<file path="src/rtl/psramc_hrr_seq.sv">
// HyperRAM register-space sequencer: RESET# pulse generation, ID/CR auto-read
// into a 64-bit shadow, and CR0/CR1 writes over a single-outstanding command port.
module psramc_hrr_seq #(
    parameter logic [31:0] A_ID0 = 32'h0000_0000,
    parameter logic [31:0] A_ID1 = 32'h0000_0001,
    parameter logic [31:0] A_CR0 = 32'h0000_0800,
    parameter logic [31:0] A_CR1 = 32'h0000_0801
) (
    input  logic        clk,
    input  logic        rst,
    input  logic        hrr_reset,
    input  logic        hrr_read,
    input  logic        hrr_write,
    input  logic        hrr_wsel,
    input  logic [15:0] hrr_wdata,
    input  logic [7:0]  tSYS,
    input  logic [3:0]  tRP,
    input  logic [3:0]  tRH,
    output logic        hrr_rdone,
    output logic [63:0] hrr_rdata,
    output logic        psram_rst_n,
    output logic        cmd_valid,
    input  logic        cmd_ready,
    output logic        cmd_write,
    output logic [31:0] cmd_addr,
    output logic [15:0] cmd_wdata,
    input  logic        rsp_valid,
    input  logic [15:0] rsp_rdata,
    input  logic        rsp_error,
    output logic        ready,
    output logic        error
);

    typedef enum logic [2:0] {
        S_IDLE, S_RST_LO, S_RST_HI, S_RD_CMD, S_RD_WAIT, S_WR_CMD, S_WR_WAIT
    } state_e;

    state_e      state_q, state_d;
    logic [1:0]  rd_idx_q, rd_idx_d;
    logic [9:0]  acc_q, acc_d;
    logic [3:0]  us_q, us_d;
    logic        pend_rd_q, pend_rd_d;
    logic        pend_wr_q, pend_wr_d;
    logic        pend_sel_q, pend_sel_d;
    logic [15:0] pend_data_q, pend_data_d;
    logic        wr_sel_q, wr_sel_d;
    logic [15:0] wr_data_q, wr_data_d;
    logic [63:0] stage_q, stage_d;
    logic [63:0] rdata_q, rdata_d;
    logic        rdone_q, rdone_d;
    logic        ready_q, ready_d;
    logic        error_q, error_d;

    logic [7:0]  tsys_eff;
    logic [3:0]  trp_eff, trh_eff, us_next;
    logic [10:0] acc_sum, acc_wrap;
    logic        us_tick, in_rst, in_wait, rsp_ok, rsp_bad;
    logic        start_rd, start_wr, rd_last_ok;

    // Zero timing fields behave as 1 so the timer always terminates.
    assign tsys_eff = (tSYS == 8'd0) ? 8'd1 : tSYS;
    assign trp_eff  = (tRP == 4'd0) ? 4'd1 : tRP;
    assign trh_eff  = (tRH == 4'd0) ? 4'd1 : tRH;
    assign acc_sum  = {1'b0, acc_q} + {3'b000, tsys_eff};
    assign acc_wrap = acc_sum - 11'd1000;
    assign us_tick  = (acc_sum >= 11'd1000);
    assign us_next  = us_q + 4'd1;

    assign in_rst   = (state_q == S_RST_LO) || (state_q == S_RST_HI);
    assign in_wait  = (state_q == S_RD_WAIT) || (state_q == S_WR_WAIT);
    // Responses only count in WAIT states, and never in the cycle a reset aborts.
    assign rsp_ok   = in_wait && rsp_valid && !rsp_error && !hrr_reset;
    assign rsp_bad  = in_wait && rsp_valid && rsp_error && !hrr_reset;
    assign start_rd = (state_q == S_IDLE) && !hrr_reset && (hrr_read || pend_rd_q);
    assign start_wr = (state_q == S_IDLE) && !hrr_reset && !start_rd && (hrr_write || pend_wr_q);
    assign rd_last_ok = (state_q == S_RD_WAIT) && rsp_ok && (rd_idx_q == 2'd3);

    always_ff @(posedge clk or posedge rst) begin
        if (rst) begin
            state_q <= S_IDLE;
        end else begin
            state_q <= state_d;
        end
    end

    always_comb begin
        state_d = state_q;
        if (hrr_reset) begin
            state_d = S_RST_LO;
        end else begin
            case (state_q)
                S_IDLE: begin
                    if (start_rd)      state_d = S_RD_CMD;
                    else if (start_wr) state_d = S_WR_CMD;
                end
                S_RST_LO:  if (us_tick && us_next == trp_eff) state_d = S_RST_HI;
                S_RST_HI:  if (us_tick && us_next == trh_eff) state_d = S_RD_CMD;
                S_RD_CMD:  if (cmd_ready) state_d = S_RD_WAIT;
                S_RD_WAIT: begin
                    if (rsp_valid) begin
                        if (rsp_error || rd_idx_q == 2'd3) state_d = S_IDLE;
                        else                               state_d = S_RD_CMD;
                    end
                end
                S_WR_CMD:  if (cmd_ready) state_d = S_WR_WAIT;
                S_WR_WAIT: if (rsp_valid) state_d = S_IDLE;
                default:   state_d = S_IDLE;
            endcase
        end
    end

    always_comb begin
        psram_rst_n = (state_q != S_RST_LO);
        cmd_valid   = (state_q == S_RD_CMD) || (state_q == S_WR_CMD);
        cmd_write   = (state_q == S_WR_CMD);
        cmd_wdata   = wr_data_q;
        ready       = ready_q && (state_q == S_IDLE);
        if (state_q == S_WR_CMD) begin
            cmd_addr = wr_sel_q ? A_CR1 : A_CR0;
        end else begin
            case (rd_idx_q)
                2'd0:    cmd_addr = A_ID0;
                2'd1:    cmd_addr = A_ID1;
                2'd2:    cmd_addr = A_CR0;
                default: cmd_addr = A_CR1;
            endcase
        end
    end

    always_comb begin
        acc_d       = acc_q;
        us_d        = us_q;
        rd_idx_d    = rd_idx_q;
        pend_rd_d   = pend_rd_q;
        pend_wr_d   = pend_wr_q;
        pend_sel_d  = pend_sel_q;
        pend_data_d = pend_data_q;
        wr_sel_d    = wr_sel_q;
        wr_data_d   = wr_data_q;
        stage_d     = stage_q;
        rdata_d     = rdata_q;
        rdone_d     = rd_last_ok;
        ready_d     = ready_q;
        error_d     = error_q;

        // Timer restarts on every state entry, including a reset re-entering RST_LO.
        if (hrr_reset || state_d != state_q || !in_rst) begin
            acc_d = 10'd0;
            us_d  = 4'd0;
        end else if (us_tick) begin
            acc_d = acc_wrap[9:0];
            us_d  = us_next;
        end else begin
            acc_d = acc_sum[9:0];
        end

        if (state_q == S_RD_WAIT && rsp_ok)
            rd_idx_d = rd_idx_q + 2'd1;
        else if (state_q != S_RD_CMD && state_q != S_RD_WAIT)
            rd_idx_d = 2'd0;

        if (hrr_write) begin
            pend_sel_d  = hrr_wsel;
            pend_data_d = hrr_wdata;
        end
        if (start_wr) begin
            wr_sel_d  = hrr_write ? hrr_wsel  : pend_sel_q;
            wr_data_d = hrr_write ? hrr_wdata : pend_data_q;
        end

        if (hrr_reset) begin
            pend_rd_d = 1'b0;
            pend_wr_d = 1'b0;
        end else begin
            if (start_rd || rd_last_ok) pend_rd_d = 1'b0;
            if (hrr_read && !start_rd)  pend_rd_d = 1'b1;
            if (start_wr)               pend_wr_d = 1'b0;
            else if (hrr_write)         pend_wr_d = 1'b1;
        end

        if (state_q == S_RD_WAIT && rsp_ok)
            stage_d[{rd_idx_q, 4'b0000} +: 16] = rsp_rdata;
        if (rd_last_ok)
            rdata_d = {rsp_rdata, stage_q[47:0]};
        if (state_q == S_WR_WAIT && rsp_ok) begin
            if (wr_sel_q) rdata_d[63:48] = wr_data_q;
            else          rdata_d[47:32] = wr_data_q;
        end

        if (hrr_reset || rsp_bad) ready_d = 1'b0;
        else if (rd_last_ok)      ready_d = 1'b1;
        if (hrr_reset)            error_d = 1'b0;
        else if (rsp_bad)         error_d = 1'b1;
    end

    always_ff @(posedge clk or posedge rst) begin
        if (rst) begin
            acc_q       <= '0;
            us_q        <= '0;
            rd_idx_q    <= '0;
            pend_rd_q   <= 1'b0;
            pend_wr_q   <= 1'b0;
            pend_sel_q  <= 1'b0;
            pend_data_q <= '0;
            wr_sel_q    <= 1'b0;
            wr_data_q   <= '0;
            stage_q     <= '0;
            rdata_q     <= '0;
            rdone_q     <= 1'b0;
            ready_q     <= 1'b0;
            error_q     <= 1'b0;
        end else begin
            acc_q       <= acc_d;
            us_q        <= us_d;
            rd_idx_q    <= rd_idx_d;
            pend_rd_q   <= pend_rd_d;
            pend_wr_q   <= pend_wr_d;
            pend_sel_q  <= pend_sel_d;
            pend_data_q <= pend_data_d;
            wr_sel_q    <= wr_sel_d;
            wr_data_q   <= wr_data_d;
            stage_q     <= stage_d;
            rdata_q     <= rdata_d;
            rdone_q     <= rdone_d;
            ready_q     <= ready_d;
            error_q     <= error_d;
        end
    end

    assign hrr_rdone = rdone_q;
    assign hrr_rdata = rdata_q;
    assign error     = error_q;

endmodule

</file>
<file path="config.mk">
export PLATFORM = sky130hd
export DESIGN_NAME = psramc_hrr_seq
export DESIGN_NICKNAME = d
export VERILOG_FILES = /design/src/rtl/psramc_hrr_seq.sv
export SDC_FILE = /design/constraint.sdc
export NUM_CORES = 1
export LEC_CHECK = 0
export CAP_MARGIN = 20
export CORE_MARGIN = 8
export CORE_UTILIZATION = 29
export DETAILED_ROUTE_END_ITERATION = 10
export MAX_ROUTING_LAYER = met4
export SLEW_MARGIN = 15
export SYNTH_ARGS = -nofsm -noshare
export SYNTH_HDL_FRONTEND = slang
export SYNTH_SLANG_ARGS = --single-unit
</file>
<file path="constraint.sdc">
create_clock -name clk -period 4.82 [get_ports clk]
set_input_delay 0.482 -clock clk [delete_from_list [all_inputs] [get_ports clk]]
set_output_delay 0.482 -clock clk [all_outputs]
set_load 0.02 [all_outputs]
</file>
==> results of run 1 <==
## final cells by class
class                      instances  area (µm²)  area share
clock buffer                      17         425      0.0404
tap                              378         473      0.0449
clock inverter                    15         220      0.0209
sequential                       170        4250       0.404
timing repair buffer             154        1530       0.145
inverter                          10        41.3     0.00392
multi-input combinational        555        3590       0.341
## through the flow
stage,setup WS (ns),utilization,cell area (µm²)
2_1_floorplan,1.58,-,8260
3_3_place_gp,0.624,0.357,9880
4_1_cts,0.922,0.380,10500
3_5_place_dp,0.473,0.357,9880
6_report,0.863,0.380,10500
5_1_grt,0.634,0.380,10500
## state kept, by name, summed over array words and instances (netlist names)
register	cells
pend_rd_q	1
hrr_rdata	64
wr_sel_q	1
pend_sel_q	1
hrr_rdone	1
state_q	3
us_q	4
rd_idx_q	2
acc_q	10
pend_wr_q	1
ready_q	1
stage_q	48
error	1
cmd_wdata	16
pend_data_q	16
## worst min path at each step
stage,start,to,cells past startpoint
floorplan,stage_q[10],stage_q[10],2
global placement,stage_q[22],stage_q[22],2
detailed placement,stage_q[23],stage_q[23],2
CTS,stage_q[23],stage_q[23],2
global route,pend_data_q[8],pend_data_q[8],1
finish,stage_q[23],stage_q[23],2
## power breakdown
| group | internal [mW] | switching [mW] | leakage [nW] |
|---|---|---|---|
| Sequential | 1.49 | 0.0450 | 2.32 |
| Combinational | 0.318 | 0.446 | 2.25 |
| Clock | 0.763 | 0.683 | 0.310 |
## layout by cell type, fill, tap and decap left out, types with 4 or more instances in the layout
master,synthesis,final
clkinv_8,0,7
a21o_1,8,8
clkdlybuf4s50_1,0,144
conb_1,1,30
o21a_1,4,4
dfrtp_1,170,170
or3_1,7,7
xnor2_1,12,12
ha_1,17,17
mux2_2,66,66
nor2b_1,5,5
a22oi_1,4,4
nand2_1,116,115
nand2b_1,4,4
clkbuf_16,0,17
nor3_1,11,11
inv_1,9,8
nand3_1,8,8
mux2i_1,33,33
a211oi_1,4,4
buf_4,30,9
a21oi_1,51,51
o21ai_0,25,25
o21ai_1,34,34
nor2_1,54,54
## cells by family (layout without fill, tap and decap cells)
logic type / count (synthesis) / count (layout) / synth area share
adders and majority gates: 18 / 18 / 0.0285
and+or+nand+nor: 233 / 233 / 0.129
other: 1 / 30 / 0.000460
AOI/OAI and AO/OA: 159 / 159 / 0.118
muxes: 100 / 100 / 0.133
DFF: 170 / 170 / 0.522
buffers and inverters: 79 / 196 / 0.0530
xor gates and xnor gates: 15 / 15 / 0.0161
## routing by layer
layer | wire (µm) | share of wire
met1 | 10400 | 0.48
met2 | 10000 | 0.46
met3 | 951 | 0.044
met4 | 239 | 0.011
met5 | 0 | 0
## worst max-delay path, stage by stage
cell	delay, ns
clkdlybuf4s50_1	0.55
nor3_1	0.08
a21o_1	0.18
ha_1	0.20
fa_1	0.43
a21oi_1	0.25
o21ai_1	0.15
o311ai_2	0.32
a21oi_2	0.18
a2111oi_2	0.42
o31a_1	0.25
nand4_1	0.45
a211oi_1	0.36
==> results.py, run 1 <==
metrics = {
    "power_and_ir_drop": {
        "p_total_mw": 3.74,
        "powerDensity_nw_per_um2": 355,
        "p_leak_nw": 4.88,
        "irDropWorstVdd_mv": 0.207,
    },
    "placement": {
        "gp_congestion": 0.786,
        "dpl.hpwl_mm": 15.8,
        "portBuffers": 144,
        "dp.cells": 1266,
    },
    "logic_synthesis": {
        "avgSynthCellArea_um2": 10.5,
        "ys_types": 65,
        "syn_inst": 775,
        "synth_area_leader_cell": "dfrtp_1",
        "synth_area_um2": 8150,
        "synth_commonest_cells": "170 x dfrtp_1, 116 x nand2_1, 66 x mux2_2, 54 x nor2_1, 51 x a21oi_1",
        "synth.most_common_cell": "dfrtp_1",
        "ys_top_cells_by_area": "dfrtp_1 52%, mux2_2 9.1%, nand2_1 5.3%",
        "ys_seq_area_frac": 0.522,
        "yosys_warnings": 0,
        "async_flop_share": 1.00,
        "synth-main-ff-cell": "dfrtp_1",
        "synth.ff_latch_count": 170,
        "synth-edff-count": 0,
        "synth.top_cell.area_share": 0.522,
    },
    "critical_path": {
        "path_class": "input port to flip-flop",
        "r2r_cells": 10,
        "reg2reg_slack_ns": 1.33,
        "crit_arrival_ns": 4.30,
        "critPathCapture": "acc_q[7]",
        "r2r_start": "acc_q[0]",
        "r2r_end": "acc_q[7]",
        "cp-startpoint": "tSYS[1]",
        "required_ns": 5.16,
        "start_kind": "input port",
        "critPathCaptureType": "flip-flop",
        "cp_max_fo": 12,
    },
    "clock_network": {
        "clock_latency_ns": 0.44,
        "cts.clk_slew.worst_paths_ns": 0.07,
        "cts_root_buf": "clkbuf_16",
        "cts_resized": 0,
        "cts_htree_levels": 4,
        "numCtsBuffers": 17,
        "post_cts_buffers": 0,
        "postCtsHoldBufs": 0,
        "clockBufferDepth": 2,
        "cts.sinks": 170,
        "cts_tree": "done",
    },
    "grt": {
        "use_met2": 0.205,
        "grt-ovfl-total": 0,
        "grt_pass1_wl_mm": 34.7,
        "grt_busiest_layer": "met2",
        "antenna_found_initial": 0,
        "grt_max_degree": 171,
        "grt_pass1_vias": 5977,
        "use_met1": 0.178,
        "groute.layer.met3.usage": 0.0296,
        "grt_usage": 0.134,
    },
    "timing": {
        "fin_crit_sh": 0.821,
        "slew_viol_final": 0,
        "finalSetupViolCount": 0,
        "hold-worst-slack_ns": 0.480,
        "tns_ns": 0,
        "hold_violations": 0,
        "slew_headroom": 0.318,
        "fmax_ghz": 0.253,
        "finalClockSkew_ns": 0.0147,
        "period_needed_ns": 3.96,
        "worst_pin_slew_ns": 1.02,
        "rsz0062_at_grt": "no",
    },
    "status": {
        "status": "finished, final reports clean",
    },
    "die": {
        "die_y_um": 184,
        "dieArea_um2": 33700,
        "num_io_pins": 175,
        "coreArea_um2": 27700,
        "start_util": 0.294,
        "die_x_um": 184,
        "num_rows": 61,
    },
    "cells_and_area": {
        "num-fill-cells": 2760,
        "area_growth_pct": 29.2,
        "nets": 983,
        "diodes": 0,
        "final_cells": 1299,
        "layout-drive-gt1-share": 0.136,
    },
    "route": {
        "num_vias": 5857,
        "drt-pass1-iter-count": 4,
        "wl_per_cell_um": 16.7,
        "route.detailed.drc": 0,
        "drt_iter0_markers": 325,
        "postRouteAntennaNets": 0,
        "routed_wl_mm": 21.7,
        "vias_per_cell": 4.51,
    },
    "job": {
        "max_cap_viol_count": 0,
    },
    "worst_hold_path": {
        "hp-class": "flip-flop to flip-flop",
    },
}
Note: power is estimated with default switching activity, not from simulation.
==> run 2, diff against run 1 <==
==> constraint.sdc (replaced) <==
create_clock -name clk -period 3.6 [get_ports clk]
set_input_delay 0.36 -clock clk [delete_from_list [all_inputs] [get_ports clk]]
set_output_delay 0.36 -clock clk [all_outputs]
set_load 0.02 [all_outputs]
==> run 2 against run 1 <==
Net effect:
- die area is the same
- clock power grew 30%
- critical path depth grew 1
- hold slack lost 0.025 ns
- combinational power grew 44%
==> results.py, run 2 (same netlist as run 1, synthesis figures left out) <==
metrics = {
    "clock_network": {
        "clockBufferDepth": 2,
        "cts.clk_slew.worst_paths_ns": 0.07,
        "postCtsHoldBufs": 0,
        "cts_resized": 0,
        "cts_root_buf": "clkbuf_16",
        "post_cts_buffers": 0,
        "cts_tree": "done",
        "clock_latency_ns": 0.43,
        "cts.sinks": 170,
        "cts_htree_levels": 4,
        "numCtsBuffers": 17,
    },
    "cells_and_area": {
        "final_cell_mix": "170 x dfrtp_1, 144 x clkdlybuf4s50_1, 115 x nand2_1, 66 x mux2_2, 54 x nor2_1",
        "fin_util": 0.387,
        "final_common_cell": "dfrtp_1",
        "area_growth_pct": 31.6,
        "diodes": 0,
        "layout-drive-gt1-share": 0.160,
        "num-fill-cells": 2738,
        "final_cells": 1326,
        "nets": 1010,
        "largest_register_ffs": 64,
    },
    "timing": {
        "fin_crit_sh": 0.926,
        "hold_violations": 0,
        "fmax_ghz": 0.300,
        "slew_viol_final": 0,
        "slew_headroom": 0.296,
        "tns_ns": 0,
        "layout_setup_ws_ns": 0.265,
        "rsz0062_at_grt": "no",
        "period_needed_ns": 3.33,
        "finalSetupViolCount": 0,
        "worst_pin_slew_ns": 1.06,
        "finalClockSkew_ns": 0.0100,
    },
    "grt": {
        "grt_pass1_wl_mm": 35.4,
        "grt_usage": 0.137,
        "use_met2": 0.208,
        "grt_pass1_vias": 6194,
        "antenna_found_initial": 0,
        "grt_max_degree": 171,
        "grt-ovfl-total": 0,
        "grt_busiest_layer": "met2",
        "groute.layer.met3.usage": 0.0302,
        "use_met1": 0.183,
    },
    "critical_path": {
        "critical_path.cell_chain": "clkdlybuf4s50_1 -> nor3_1 -> a21o_1 -> ha_1 -> fa_1 -> a21oi_1 -> o21ai_1 -> o311ai_2 -> a21oi_2 -> a2111oi_2 -> o31ai_1 -> o211ai_1 -> buf_4 -> a22oi_1",
        "r2r_start": "acc_q[0]",
        "path_class": "input port to flip-flop",
        "r2r_cells": 11,
        "start_kind": "input port",
        "crit_family": "compound AO/OA/AOI/OAI gates",
        "reg2reg_slack_ns": 0.53,
        "slowest_delay_ns": 0.48,
        "crit_slowest_cell": "clkdlybuf4s50_1",
        "required_ns": 3.90,
        "crit_arrival_ns": 3.64,
        "r2r_end": "us_q[3]",
        "cp_max_fo": 8,
        "worst-path-buf-inv": 2,
        "critPathCaptureType": "flip-flop",
    },
    "placement": {
        "gp_congestion": 0.804,
        "portBuffers": 144,
        "dpl.hpwl_mm": 16.1,
        "pre_cts_slack_ns": -0.148,
        "dp.cells": 1294,
    },
    "die": {
        "coreArea_um2": 27700,
        "num_io_pins": 175,
        "die_y_um": 184,
        "die_x_um": 184,
        "start_util": 0.294,
        "dieArea_um2": 33700,
        "num_rows": 61,
    },
    "power_and_ir_drop": {
        "p_comb_frac": 0.218,
        "netSwitchingPower_mw": 1.55,
        "seq_power_share": 0.407,
        "powerDensity_nw_per_um2": 470,
        "switching_share": 0.307,
        "pwr-share-clk": 0.375,
        "p_leak_nw": 5.00,
        "irDropWorstVdd_mv": 0.289,
        "p_int_mw": 3.50,
    },
    "route": {
        "postRouteAntennaNets": 0,
        "routed_wl_mm": 22.1,
        "wl_per_cell_um": 16.6,
        "route.detailed.drc": 0,
        "drt_iter0_markers": 325,
        "num_vias": 5998,
        "vias_per_cell": 4.52,
        "drt-pass1-iter-count": 4,
    },
    "worst_hold_path": {
        "hp-class": "input port to asynchronous set/reset pin",
    },
    "job": {
        "max_cap_viol_count": 0,
    },
    "status": {
        "status": "finished, final reports clean",
    },
}
## run 2: cell count changes in the layout (fill, tap and decap cells not counted), moves of 2 or more
cell | before | now
buf_4 | 9 | 35
inv_6 | 2 | 0
clkinv_4 | 1 | 4
clkinv_8 | 7 | 4
## run 2: final cells by class
cell class                 instances  area [µm²]  share of cell area
sequential                       170        4250               0.397
clock buffer                      18         439              0.0409
tap                              378         473              0.0441
timing repair buffer             181        1740               0.163
multi-input combinational        555        3590               0.335
inverter                          10        41.3             0.00385
clock inverter                    14         183              0.0170
## run 2: worst max path at each step
stage,start,endpoint,slack (ns),cells after the start
2_1_floorplan,tSYS[1],acc_q[4],0.48,16
3_3_place_gp,tSYS[1],us_q[3],-0.07,15
3_5_place_dp,tSYS[1],us_q[2],-0.15,14
4_1_cts,tSYS[1],us_q[3],0.29,14
5_1_grt,tSYS[3],us_q[3],0.02,15
6_report,tSYS[2],us_q[3],0.27,14
## run 2: power groups by stage
| stage | clock network [mW] | logic, mW | registers [mW] |
|---|---|---|---|
| detailed placement | 0 | 1.09 | 2.09 |
| floorplan | 0 | 0.762 | 2.08 |
| global placement | 0 | 1.08 | 2.09 |
| global route | 2.03 | 1.22 | 2.06 |
| finish | 1.89 | 1.10 | 2.05 |
| CTS | 1.95 | 1.10 | 2.05 |
## run 2: through the flow
stage	area [µm²]	hold slack [ns]	power, mW
after floorplan	8260	0.444	2.84
after global placement	10100	0.462	3.17
after detailed placement	10100	0.469	3.18
after CTS	10700	0.486	5.10
after global routing	10700	0.511	5.31
final	10700	0.456	5.05
## run 2: worst min-delay path: stages
cell             delay (ns)
clkdlybuf4s50_1        0.44
clkinvlp_4             0.10
buf_12                 0.50
## run 2: metal layers
| metal | part of all wire | up-vias |
|---|---|---|
| met3 | 0.045 | 13 |
| met4 | 0.0099 | 0 |
| met2 | 0.46 | 132 |
| li1 | - | 2961 |
| met1 | 0.48 | 2892 |
| met5 | 0 | - |
